**config.mk**
```make
export PLATFORM = sky130hd
export DESIGN_NAME = apb_requester
export DESIGN_NICKNAME = d
export VERILOG_FILES = /design/src/rtl/apb_requester_pkg.sv /design/src/rtl/apb_requester.sv
export SDC_FILE = /design/constraint.sdc
export NUM_CORES = 1
export LEC_CHECK = 0
export ABC_AREA = 1
export BUFFER_PORTS_ARGS = -buffer_cell sky130_fd_sc_hd__buf_4
export CAP_MARGIN = 0
export CORE_UTILIZATION = 45
export CTS_CLUSTER_DIAMETER = 80
export DETAILED_ROUTE_END_ITERATION = 12
export GPL_ROUTABILITY_DRIVEN = 0
export PLACE_DENSITY = 0.78
export SYNTH_ARGS = -nofsm -noshare
export SYNTH_HDL_FRONTEND = slang
export SYNTH_SLANG_ARGS = --single-unit
```
**constraint.sdc**
```tcl
create_clock -name pclk -period 2.15 [get_ports pclk]
set_input_delay 0.43 -clock pclk [delete_from_list [all_inputs] [get_ports pclk]]
set_output_delay 0.43 -clock pclk [all_outputs]
set_load 0.01 [all_outputs]
```
**src/rtl/apb_requester_pkg.sv**
```systemverilog
// apb_requester_pkg: FSM states and captured response record for the APB requester.
package apb_requester_pkg;

    localparam int DATA_W = 32;

    typedef enum logic [1:0] {
        IDLE   = 2'd0,
        SETUP  = 2'd1,
        ACCESS = 2'd2
    } state_t;

    typedef struct packed {
        logic [DATA_W-1:0] rdata;
        logic              err;
        logic              timeout;
    } rsp_t;

endpackage

```
**src/rtl/apb_requester.sv**
```systemverilog
// apb_requester: one-shot command strobe to a single APB3 transfer with a one-cycle response pulse.
// Define APB_REQUESTER_TIMEOUT_EN to abort ACCESS phases that exceed TIMEOUT_CYCLES.
module apb_requester
    import apb_requester_pkg::*;
#(
    parameter int ADDR_WIDTH     = 16,
    parameter int DATA_WIDTH     = 32,
    parameter int TIMEOUT_CYCLES = 255
) (
    input  logic                  pclk,
    input  logic                  preset_n,
    input  logic                  cmd_en,
    input  logic                  cmd_write,
    input  logic [ADDR_WIDTH-1:0] cmd_addr,
    input  logic [DATA_WIDTH-1:0] cmd_wdata,
    output logic                  cmd_ready,
    output logic                  rsp_valid,
    output logic [DATA_WIDTH-1:0] rsp_rdata,
    output logic                  rsp_err,
    output logic                  rsp_timeout,
    output logic                  cmd_dropped,
    output logic                  psel,
    output logic                  penable,
    output logic                  pwrite,
    output logic [ADDR_WIDTH-1:0] paddr,
    output logic [DATA_WIDTH-1:0] pwdata,
    input  logic                  pready,
    input  logic                  pslverr,
    input  logic [DATA_WIDTH-1:0] prdata
);

    if (DATA_WIDTH != DATA_W) begin : g_bad_width
        $error("apb_requester: DATA_WIDTH must be 32");
    end
    if (TIMEOUT_CYCLES < 1 || TIMEOUT_CYCLES > 65535) begin : g_bad_timeout
        $error("apb_requester: TIMEOUT_CYCLES out of range 1..65535");
    end

    state_t                state_q, state_d;
    logic                  psel_q, psel_d, penable_q, penable_d;
    logic                  pwrite_q, pwrite_d;
    logic [ADDR_WIDTH-1:0] paddr_q, paddr_d;
    logic [DATA_WIDTH-1:0] pwdata_q, pwdata_d;
    logic                  rsp_valid_q, rsp_valid_d;
    rsp_t                  rsp_q, rsp_d;
    logic                  cmd_dropped_q, cmd_dropped_d;
    logic                  to_hit;

`ifdef APB_REQUESTER_TIMEOUT_EN
    logic [15:0] cnt_q, cnt_d;
    always_comb begin
        cnt_d = state_q == SETUP ? 16'd0 : state_q == ACCESS ? cnt_q + 16'd1 : cnt_q;
    end
    assign to_hit = cnt_q == 16'(TIMEOUT_CYCLES - 1);
    always_ff @(posedge pclk or negedge preset_n) begin
        if (!preset_n) cnt_q <= '0;
        else           cnt_q <= cnt_d;
    end
`else
    assign to_hit = 1'b0;
`endif

    always_comb begin
        state_d       = state_q;
        pwrite_d      = pwrite_q;
        paddr_d       = paddr_q;
        pwdata_d      = pwdata_q;
        rsp_valid_d   = 1'b0;
        rsp_d         = rsp_q;
        cmd_dropped_d = cmd_dropped_q | (cmd_en & (state_q != IDLE));
        unique case (state_q)
            IDLE: if (cmd_en) begin
                state_d  = SETUP;
                pwrite_d = cmd_write;
                paddr_d  = cmd_addr;
                pwdata_d = cmd_wdata;
            end
            SETUP: state_d = ACCESS;
            ACCESS: if (pready) begin
                state_d     = IDLE;
                rsp_valid_d = 1'b1;
                rsp_d       = '{rdata: pwrite_q ? '0 : prdata, err: pslverr, timeout: 1'b0};
            end else if (to_hit) begin
                state_d     = IDLE;
                rsp_valid_d = 1'b1;
                rsp_d       = '{rdata: '0, err: 1'b1, timeout: 1'b1};
            end
            default: state_d = IDLE;
        endcase
        // Bus strobes are registered copies of the next state so they never glitch.
        psel_d    = state_d != IDLE;
        penable_d = state_d == ACCESS;
    end

    always_ff @(posedge pclk or negedge preset_n) begin
        if (!preset_n) begin
            state_q       <= IDLE;
            psel_q        <= 1'b0;
            penable_q     <= 1'b0;
            pwrite_q      <= 1'b0;
            paddr_q       <= '0;
            pwdata_q      <= '0;
            rsp_valid_q   <= 1'b0;
            rsp_q         <= '0;
            cmd_dropped_q <= 1'b0;
        end else begin
            state_q       <= state_d;
            psel_q        <= psel_d;
            penable_q     <= penable_d;
            pwrite_q      <= pwrite_d;
            paddr_q       <= paddr_d;
            pwdata_q      <= pwdata_d;
            rsp_valid_q   <= rsp_valid_d;
            rsp_q         <= rsp_d;
            cmd_dropped_q <= cmd_dropped_d;
        end
    end

    assign cmd_ready   = state_q == IDLE;
    assign rsp_valid   = rsp_valid_q;
    assign rsp_rdata   = rsp_q.rdata;
    assign rsp_err     = rsp_q.err;
    assign rsp_timeout = rsp_q.timeout;
    assign cmd_dropped = cmd_dropped_q;
    assign psel        = psel_q;
    assign penable     = penable_q;
    assign pwrite      = pwrite_q;
    assign paddr       = paddr_q;
    assign pwdata      = pwdata_q;

endmodule

```
# Word level (Yosys, flattened, before mapping)

Index checks and enable logic that the tools add are counted.

Register bits: 88
Bits of input ports: 86
Output and inout bits: 88
Word-level logic and storage cells: 26

Eq/ne operators: 3
Multiplexer cells: 6
Bitwise operators: 2
Reduce and logical (&&, ||, !) cells: 5

Operators by type and width:

| operator                                                              | count |
|---|---|
| 32-bit 2-to-1 mux                                                     | 1 |
| 2-bit case mux with 3 select lines                                    | 1 |
| 2-bit equality test, second input constant                            | 2 |
| 2-bit 2-to-1 mux                                                      | 2 |
| 2-bit AND reduction                                                   | 2 |
| 2-bit nonzero test                                                    | 2 |
| 2-bit by 1-bit equality test with 1-bit output, second input constant | 1 |
| 2-bit logical NOT                                                     | 1 |
| 1-bit 2-to-1 mux                                                      | 2 |
| 1-bit bitwise AND                                                     | 1 |
| 1-bit OR                                                              | 1 |

# Logic depth before layout (Yosys ltp)

Gate-level depths: netlist of run 1.

Depth after elaboration: 3
Depth in mapped cells: 6
Gate-level depth less buffers: 4

# Worst setup path before layout of run 1

OpenSTA, ideal clock, no wires.

Kind: reg2out
Start: register state_q[1]
End: output port cmd_ready
Arrival: 0.820 ns
Data required time: 1.720 ns
Setup slack: 0.900 ns
Cell stages (with the launch flop): 4
Buffers on the path: 2
Path through: dfrtp_1 > buf_4 > nor2_4 > buf_2

Longest elaborated chain between the ends: 1

Ends and longest elaborated chain:

| item                   | RTL line             | RTL |
|---|---|---|
| start, declared        | apb_requester.sv:39  | `state_t state_q, state_d;` |
| start signal, assigned | apb_requester.sv:107 | `state_q <= state_d;` |
| 2-bit logical NOT      | apb_requester.sv:119 | `assign cmd_ready = state_q == IDLE;` |
| end, declared          | apb_requester.sv:16  | `output logic cmd_ready,` |

Every way passes these cells.

# Final worst setup path of run 1

Start: register state_q[0]
End: output port cmd_ready

The elaborated chain is that of the path after synthesis.

==> impl_metrics.csv, run 1 <==
group,metric,value,unit
synth,syn-mean-instance-area,8.32,um^2
worst_setup_path,regToRegStartpoint,"state_q[0]",
worst_setup_path,cp_data_arrival_time,1280,ps
synth,syn_area,3700,um^2
synth,ys_top_cells_by_area,"dfrtp_1, nand2_1, nand3_1, inv_1, nor2_1",
grt,track_usage,22.1,%
sta,tns,0,ps
grt,grt_antenna_before_repair,0,
min_path,hold_class,"primary input to flip-flop",
min_path,hold_end,"paddr[0]",
routing,viasPerCell,4.71,
cts,clockBufferDepth,2,
synth,ys_warn_count,0,
place,portBuffers,172,
synth,async_flop_share,100,%
cts,post_cts_resize_count,0,
cells_and_area,layout-drive-gt1-share,32.4,%
floorplanning,start_util,47.2,%
place,place_inst,697,
floorplanning,io_pins,174,
floorplanning,placeableCoreArea,7850,um^2
worst_setup_path,r2r_end,"rsp_rdata[14]",
min_path,min_from,"cmd_addr[0]",
sta,fmax,584,MHz
routing,vias,3361,
sta,max_slew_margin,57.5,%
routing,drc,0,
synth,synth_cells,445,
cells_and_area,design_area,5200,um^2
synth,synth-edff-count,0,
cts,root_buffer,"clkbuf_8",
floorplanning,placementRows,32,
worst_setup_path,critPathMaxFanout,13,
synth,synth_common_cells,"nand2_1, dfrtp_1, nand3_1",
worst_setup_path,required,1720,ps
cts,clk_pin_slew,80,ps
cells_and_area,diodes,0,
sta,clock_skew,6.70,ps
cts,worstSkewPairLatency,340,ps
cts,cts_setup_buffers,0,
cts,clock-sinks,88,
sta,finalSetupViolations,0,
worst_setup_path,crit_type,"flip-flop to output pin",
cells_and_area,fin_cells,713,
worst_setup_path,critPathLaunchType,"flip-flop",
synth,ys.flop_type,"dfrtp_1",
grt,grt_pass1_vias,3150,
routing,drtIter0Drc,113,
synth,syn-num-nets,531,
sta,slew_viol_final,0,
min_path,holdPathStages,3,
synth,yosysMostFrequentCell,"nand2_1",
sta,tightest_slew,637,ps
grt,grt_max_degree,52,
routing,post_drt_wl_per_cell,13.0,um
synth,seq_area_frac_synth,59.5,%
routing,drt-total-wl,9270,um
synth,synth_top_area_share,59.5,%
cts,cts_tree,"done",
cts,cts_made_buffers,9,
routing,antenna_left,0,
cells_and_area,fin_util,66.3,%
place,hpwl,6430,um
power_and_ir_drop,p_leak,0.00307,uW
worst_setup_path,end_kind,"output pin",
floorplanning,die_area,8600,um^2
synth,netlist-cell-type-count,16,
sta,hold_viol,0,
floorplanning,fp.dieW,92.7,um
power_and_ir_drop,vdd_drop_max,0.816,mV
power_and_ir_drop,p_per_area,1370,nW/um^2
place,dpl-instance-area,5040,um^2
floorplanning,die_height,92.7,um
synth,synth_top_area_cell,"dfrtp_1",
worst_setup_path,ff2ff_setup_slack,700,ps
sta,period_share,79.6,%
sta,rsz0062_at_grt,"no",
grt,overflow,0,
outcome,status,"complete, no violations",
power_and_ir_drop,power.total,7150,uW
worst_setup_path,r2r_cells,4,
grt,grt_pass1_wl,15000,um
cells_and_area,syn_to_final_growth,40.5,%
synth,ys_seq_elements,88,
cts,htree_levels,3,
cells_and_area,final.fill_count,655,
sta,min_period,1710,ps
flow_run,cap_violations,0,
routing,dr.pass1.iters,4,
cells_and_area,fin_nets,693,
power by group:
group | switching (uW) | internal (uW)
registers | 508 | 2430
clock network | 544 | 409
logic | 1740 | 1520
total | 2790 | 4360
layer usage:
layer,vias to the layer above,share of wire (%),global-route usage [%]
met5,-,0,0
met2,143,45,34.3
met3,10,10,6.98
li1,1681,-,-
met4,0,1.2,7.18
met1,1527,43,29.5
cells in the final DEF, fill, tap and decap left out, types with 2 or more instances in the layout:
cell and n:
clkbuf_8 9, buf_4 181, dfrtp_1 88, nand3_1 84, nand2_1 167, clkinv_2 3, clkbuf_1 2, nor2_1 32
inv_1 36
cell type report:
| cell class | count | area (um^2) | share of cell area, % |
|---|---|---|---|
| Tap cell | 102 | 128 | 2.45 |
| Inverter | 37 | 139 | 2.67 |
| Clock buffer | 11 | 131 | 2.52 |
| Timing Repair Buffer | 182 | 1370 | 26.3 |
| Multi-Input combinational cell | 289 | 1210 | 23.3 |
| Sequential cell | 88 | 2200 | 42.3 |
| Clock inverter | 4 | 22.5 | 0.433 |
flip-flops by register name, indices dropped and copies added (netlist names):
signal and cells:
cmd_dropped 1, psel 1, rsp_err 1, state_q 2, pwrite 1, rsp_rdata 32, paddr 16, penable 1
rsp_valid 1, pwdata 32
cells by family after synthesis:
kind of cell           Yosys count  synth area share, %
DFF                             88                 59.5
other                            1                0.101
buffers and inverters           68                 7.80
AOI/OAI and AO/OA                1                0.203
and+or+nand+nor                287                 32.4
timing repair:
| item | in CTS | in global routing |
|---|---|---|
| setup endpoints to repair | 0 | 0 |
| hold endpoints to repair | 20 | 0 |
| hold buffers | 1 | 0 |
worst max-delay path, cell delays in order, from the launching register on:
cell,delay (ps)
dfrtp_1,440
nor2_4,150
buf_4,200
buf_4,140
per-stage QoR:
step / setup WS (ps) / hold WS, ps
global placement: 720 / 325
floorplan: 900 / 134
global route: 371 / 305
CTS: 423 / 296
finish: 438 / 311
detailed placement: 695 / 335
worst max path at each step:
stage / end / slack (ps) / start
after global placement: rsp_rdata[17] / 720 / pready
final: cmd_ready / 440 / state_q[0]
after global routing: cmd_ready / 370 / state_q[0]
after detailed placement: rsp_rdata[15] / 700 / pready
after CTS: cmd_ready / 420 / state_q[0]
after floorplan: cmd_ready / 900 / state_q[1]
Power figures use the tool's default switching activity.
==> run 2, diff against run 1 <==
==> constraint.sdc (replaced) <==
create_clock -name pclk -period 1.7 [get_ports pclk]
set_input_delay 0.34 -clock pclk [delete_from_list [all_inputs] [get_ports pclk]]
set_output_delay 0.34 -clock pclk [all_outputs]
set_load 0.01 [all_outputs]
==> run 2 against run 1 <==
Routed wire length is 3.5% higher. Combinational power up 29%. Largest power group unchanged. Cell area rose by 1.9%.
==> impl_metrics.csv, run 2 (synthesis gave the netlist of run 1 again) <==
group,metric,value,unit
floorplanning,die_area,8600,um^2
worst_setup_path,critPathMaxFanout,9,
sta,tightest_slew,690,ps
cts,root_buffer,"clkbuf_8",
sta,rsz0062_at_grt,"no",
cells_and_area,syn_to_final_growth,43.1,%
sta,fmax,637,MHz
cells_and_area,final.fill_count,671,
cells_and_area,final_cell_mix,"buf_4, nand2_1, dfrtp_1, nand3_1, inv_1",
cts,post_cts_resize_count,0,
sta,tns,0,ps
routing,drt-total-wl,9590,um
cts,cts_made_buffers,9,
power_and_ir_drop,seqPwrFrac,39.4,%
grt,overflow,0,
grt,track_usage,22.9,%
power_and_ir_drop,comb_power_share,44.3,%
flow_run,cap_violations,0,
routing,dr.pass1.iters,4,
routing,drc,0,
sta,max_slew_margin,54.0,%
routing,route.met3.wl,884,um
cts,clock-sinks,88,
cells_and_area,diodes,0,
sta,hold_slack,221,ps
floorplanning,placementRows,32,
sta,finalSetupViolations,0,
cts,cts_setup_buffers,0,
cells_and_area,final-seq-area,2200,um^2
floorplanning,io_pins,174,
outcome,status,"complete, no violations",
place,portBuffers,172,
routing,antenna_left,0,
sta,hold_viol,0,
floorplanning,die_height,92.7,um
cells_and_area,fin_cells,716,
routing,post_drt_wl_per_cell,13.4,um
cells_and_area,fin_util,67.5,%
cells_and_area,fin_nets,697,
worst_setup_path,crit_type,"flip-flop to output pin",
min_path,hold_class,"primary input to flip-flop",
routing,top_layer_used,"met4",
power_and_ir_drop,internal_power,5880,uW
worst_setup_path,critPathLaunchType,"flip-flop",
grt,grt_antenna_before_repair,0,
cells_and_area,final_common_cell,"buf_4",
routing,vias,3459,
floorplanning,placeableCoreArea,7850,um^2
power_and_ir_drop,switching_share,37.8,%
grt,grt_pass1_vias,3310,
cells_and_area,layout-drive-gt1-share,33.1,%
sta,clock_skew,11.2,ps
floorplanning,fp.dieW,92.7,um
worst_setup_path,end_kind,"output pin",
cts,clk_pin_slew,90,ps
cts,cts_tree,"done",
routing,drtIter0Drc,136,
sta,period_share,92.4,%
cts,htree_levels,3,
floorplanning,start_util,47.2,%
cts,clockBufferDepth,2,
place,place_inst,701,
sta,min_period,1570,ps
routing,viasPerCell,4.83,
worst_setup_path,required,1360,ps
power_and_ir_drop,p_leak,0.00312,uW
grt,grt_max_degree,42,
sta,slew_viol_final,0,
place,hpwl,6880,um
grt,grt_pass1_wl,15500,um
power_and_ir_drop,p_switching,3580,uW
cts,worstSkewPairLatency,340,ps
cts,cts_hold_buf,1,
cells_and_area,multi_input_area,1210,um^2
worst_setup_path,cp_data_arrival_time,1230,ps
power_and_ir_drop,p_per_area,1780,nW/um^2
power_and_ir_drop,clockPowerShare,16.3,%
routing,wl_met2,4500,um
routing,wl_met1,4170,um
power_and_ir_drop,vdd_drop_max,1.08,mV
[run 2: cell type report]
class,instances,share of cell area [%]
sequential,88,41.5
timing repair buffer,186,26.6
multi-input combinational,289,22.9
inverter,37,2.62
clock buffer,10,2.60
tap,102,2.41
clock inverter,4,1.32
[run 2: metrics by stage]
| step | area (um^2) | setup slack, ps | power [uW] |
|---|---|---|---|
| floorplan | 3700 | 540 | 5740 |
| global placement | 5080 | 312 | 7840 |
| detailed placement | 5080 | 231 | 7980 |
| CTS | 5300 | 110 | 9530 |
| global route | 5300 | 58.5 | 10100 |
| finish | 5300 | 130 | 9460 |
[run 2: worst max-delay path, stage by stage (launching register included)]
cell	delay [ps]
dfrtp_1	440
nor2_4	270
buf_4	180
[run 2: routing by layer]
layer,vias up,track usage [%]
li1,1689,-
met1,1593,31.3
met2,171,35.9
met3,6,5.58
met4,0,7.31
met5,-,0
[run 2: worst paths after layout]
check                      slack (ps)          from             to  cells past startpoint
max reg2reg                       210    state_q[0]  rsp_rdata[22]                      4
min in group asynchronous         380      preset_n   rsp_rdata[3]                      2
max in group asynchronous         770      preset_n     pwdata[18]                      3
min                               220  cmd_addr[13]      paddr[13]                      3
max                               130    state_q[0]      cmd_ready                      2
min reg2reg                       480     paddr[11]      paddr[11]                      2
[run 2: power by group through the flow]
stage	clock (uW)	combinational, uW	sequential [uW]
3_3_place_gp	0	4110	3720
5_1_grt	1670	4630	3840
6_report	1540	4190	3720
2_1_floorplan	0	1680	4060
3_5_place_dp	0	4250	3730
4_1_cts	1570	4250	3720
==> run 3, diff against run 2 <==
--- a/config.mk
+++ b/config.mk
@@ -8,11 +8,11 @@
 export ABC_AREA = 1
 export BUFFER_PORTS_ARGS = -buffer_cell sky130_fd_sc_hd__buf_4
 export CAP_MARGIN = 0
-export CORE_UTILIZATION = 45
+export CORE_UTILIZATION = 46
 export CTS_CLUSTER_DIAMETER = 80
 export DETAILED_ROUTE_END_ITERATION = 12
 export GPL_ROUTABILITY_DRIVEN = 0
-export PLACE_DENSITY = 0.78
+export PLACE_DENSITY = 0.79
 export SYNTH_ARGS = -nofsm -noshare
 export SYNTH_HDL_FRONTEND = slang
 export SYNTH_SLANG_ARGS = --single-unit
==> run 3 against run 2 <==
First-iteration DRC count fell by 40%. Clock power fell by 14%. Sequential cell count did not move. Routed wire length fell by 3.4%. Sequential share of layout area fell by 0.27 points. Highest routed layer unchanged. Power fell by 0.92%.
==> impl_metrics.csv, run 3 (synthesis gave the netlist of run 1 again) <==
group,metric,value,unit
worst_setup_path,crit_type,"flip-flop to output pin",
cts,worstSkewPairLatency,350,ps
cts,clockBufferDepth,2,
worst_setup_path,critPathMaxStageDelay,460,ps
worst_setup_path,critPathMaxFanout,9,
grt,grt_pass1_wl,15100,um
cells_and_area,syn_to_final_growth,44.1,%
cts,clk_pin_slew,100,ps
grt,grt_max_degree,52,
flow_run,cap_violations,0,
sta,finalSetupViolations,0,
min_path,hold_class,"primary input to flip-flop",
routing,drtIter0Drc,81,
routing,dr.pass1.iters,4,
sta,tightest_slew,657,ps
worst_setup_path,cp_top_family,"flip-flops",
sta,slew_viol_final,0,
grt,track_usage,22.7,%
routing,drc,0,
sta,rsz0062_at_grt,"no",
place,dpl-instance-area,5100,um^2
sta,min_period,1560,ps
worst_setup_path,crit_slowest_cell,"dfrtp_1",
routing,post_drt_wl_per_cell,12.9,um
place,place_inst,699,
floorplanning,die_height,91.7,um
grt,grt_pass1_vias,3243,
worst_setup_path,cp_cell_sequence,"nor2_4 -> buf_4",
sta,setup_slack,141,ps
worst_setup_path,critPathLaunchType,"flip-flop",
cts,cts_tree,"done",
floorplanning,placeableCoreArea,7770,um^2
worst_setup_path,r2r_cells,4,
routing,viasPerCell,4.79,
floorplanning,die_area,8410,um^2
cts,clock-sinks,88,
cells_and_area,design_area,5340,um^2
cells_and_area,final_common_cell,"buf_4",
sta,fmax,641,MHz
grt,grt_antenna_before_repair,0,
cells_and_area,final.fill_count,639,
worst_setup_path,cp.depth,2,
power_and_ir_drop,p_per_area,1760,nW/um^2
cts,root_buffer,"clkbuf_8",
floorplanning,placementRows,32,
sta,clock_skew,16.5,ps
cells_and_area,layout-drive-gt1-share,33.6,%
floorplanning,start_util,47.7,%
place,place_ws,239,ps
min_path,holdPathStages,3,
power_and_ir_drop,power.total,9370,uW
routing,vias,3450,
sta,max_slew_margin,56.2,%
outcome,status,"complete, no violations",
place,hpwl,6530,um
cells_and_area,fin_cells,721,
cts,htree_levels,3,
worst_setup_path,end_kind,"output pin",
worst_setup_path,crit_buf_inv,1,
cts,cts_made_buffers,9,
power_and_ir_drop,p_leak,0.00312,uW
cts,post_cts_resize_count,0,
routing,antenna_left,0,
cells_and_area,final_cell_mix,"buf_4, nand2_1, dfrtp_1, nand3_1, inv_1",
cells_and_area,fin_nets,700,
power_and_ir_drop,vdd_drop_max,0.882,mV
sta,period_share,91.7,%
cells_and_area,diodes,0,
place,portBuffers,172,
floorplanning,fp.dieW,91.7,um
worst_setup_path,required,1360,ps
grt,overflow,0,
routing,drt-total-wl,9270,um
floorplanning,io_pins,174,
sta,tns,0,ps
worst_setup_path,cp_data_arrival_time,1220,ps
sta,hold_viol,0,
## run 3: timing repair
action / 4_1_cts / 5_1_grt
hold buffers: 1 / 0
buffers inserted: 0 / 5
endpoints found under the setup margin: 0 / 1
endpoints found under the hold margin: 37 / 0
## run 3: report_power, final
group          total (uW)  internal (uW)  switching [uW]
combinational        4360           2090            2270
clock                1320            573             745
sequential           3700           3070             628
total                9370           5730            3640
## run 3: worst paths after layout
kind | start | end | slack, ps
hold reg to reg | paddr[11] | paddr[11] | 480
hold / removal | cmd_wdata[13] | pwdata[13] | 210
setup / recovery | state_q[1] | cmd_ready | 140
setup reg to reg | state_q[0] | rsp_rdata[8] | 240
min in group asynchronous | preset_n | rsp_rdata[8] | 360
max in group asynchronous | preset_n | pwdata[15] | 890
## run 3: per-layer routing
layer  wire, um  part of all wire (%)  vias up  GRT usage [%]
met2       4270                    46      149           35.2
met3        955                    10       15           8.79
li1           -                     -     1703              -
met5          0                     0        -              0
met4        165                   1.8        0           7.55
met1       3880                    42     1583           29.3
## run 3: worst reg2reg max path, delay by kind of cell, from the launching register on
kind,cells,cell delay (ps)
AND/OR/NAND/NOR,3,830
buffers and inverters,1,90
flip-flops,1,440
## run 3: area by class of cell
| type | instances | area [um^2] | area share, % |
|---|---|---|---|
| multi-input cells | 289 | 1210 | 22.7 |
| well taps | 102 | 128 | 2.39 |
| repair buffers | 189 | 1470 | 27.6 |
| clock buffers | 10 | 138 | 2.58 |
| flip-flops and latches | 88 | 2200 | 41.3 |
| inverters | 37 | 139 | 2.60 |
| clock inverters | 6 | 45.0 | 0.844 |
## run 3: metrics by stage
| stage | util, % | hold slack (ps) |
|---|---|---|
| 6_report | 68.7 | 209 |
| 5_1_grt | 68.7 | 192 |
| 4_1_cts | 68.2 | 195 |
| 3_5_place_dp | 65.7 | 152 |
| 3_3_place_gp | 65.7 | 151 |
| 2_1_floorplan | - | 44.4 |
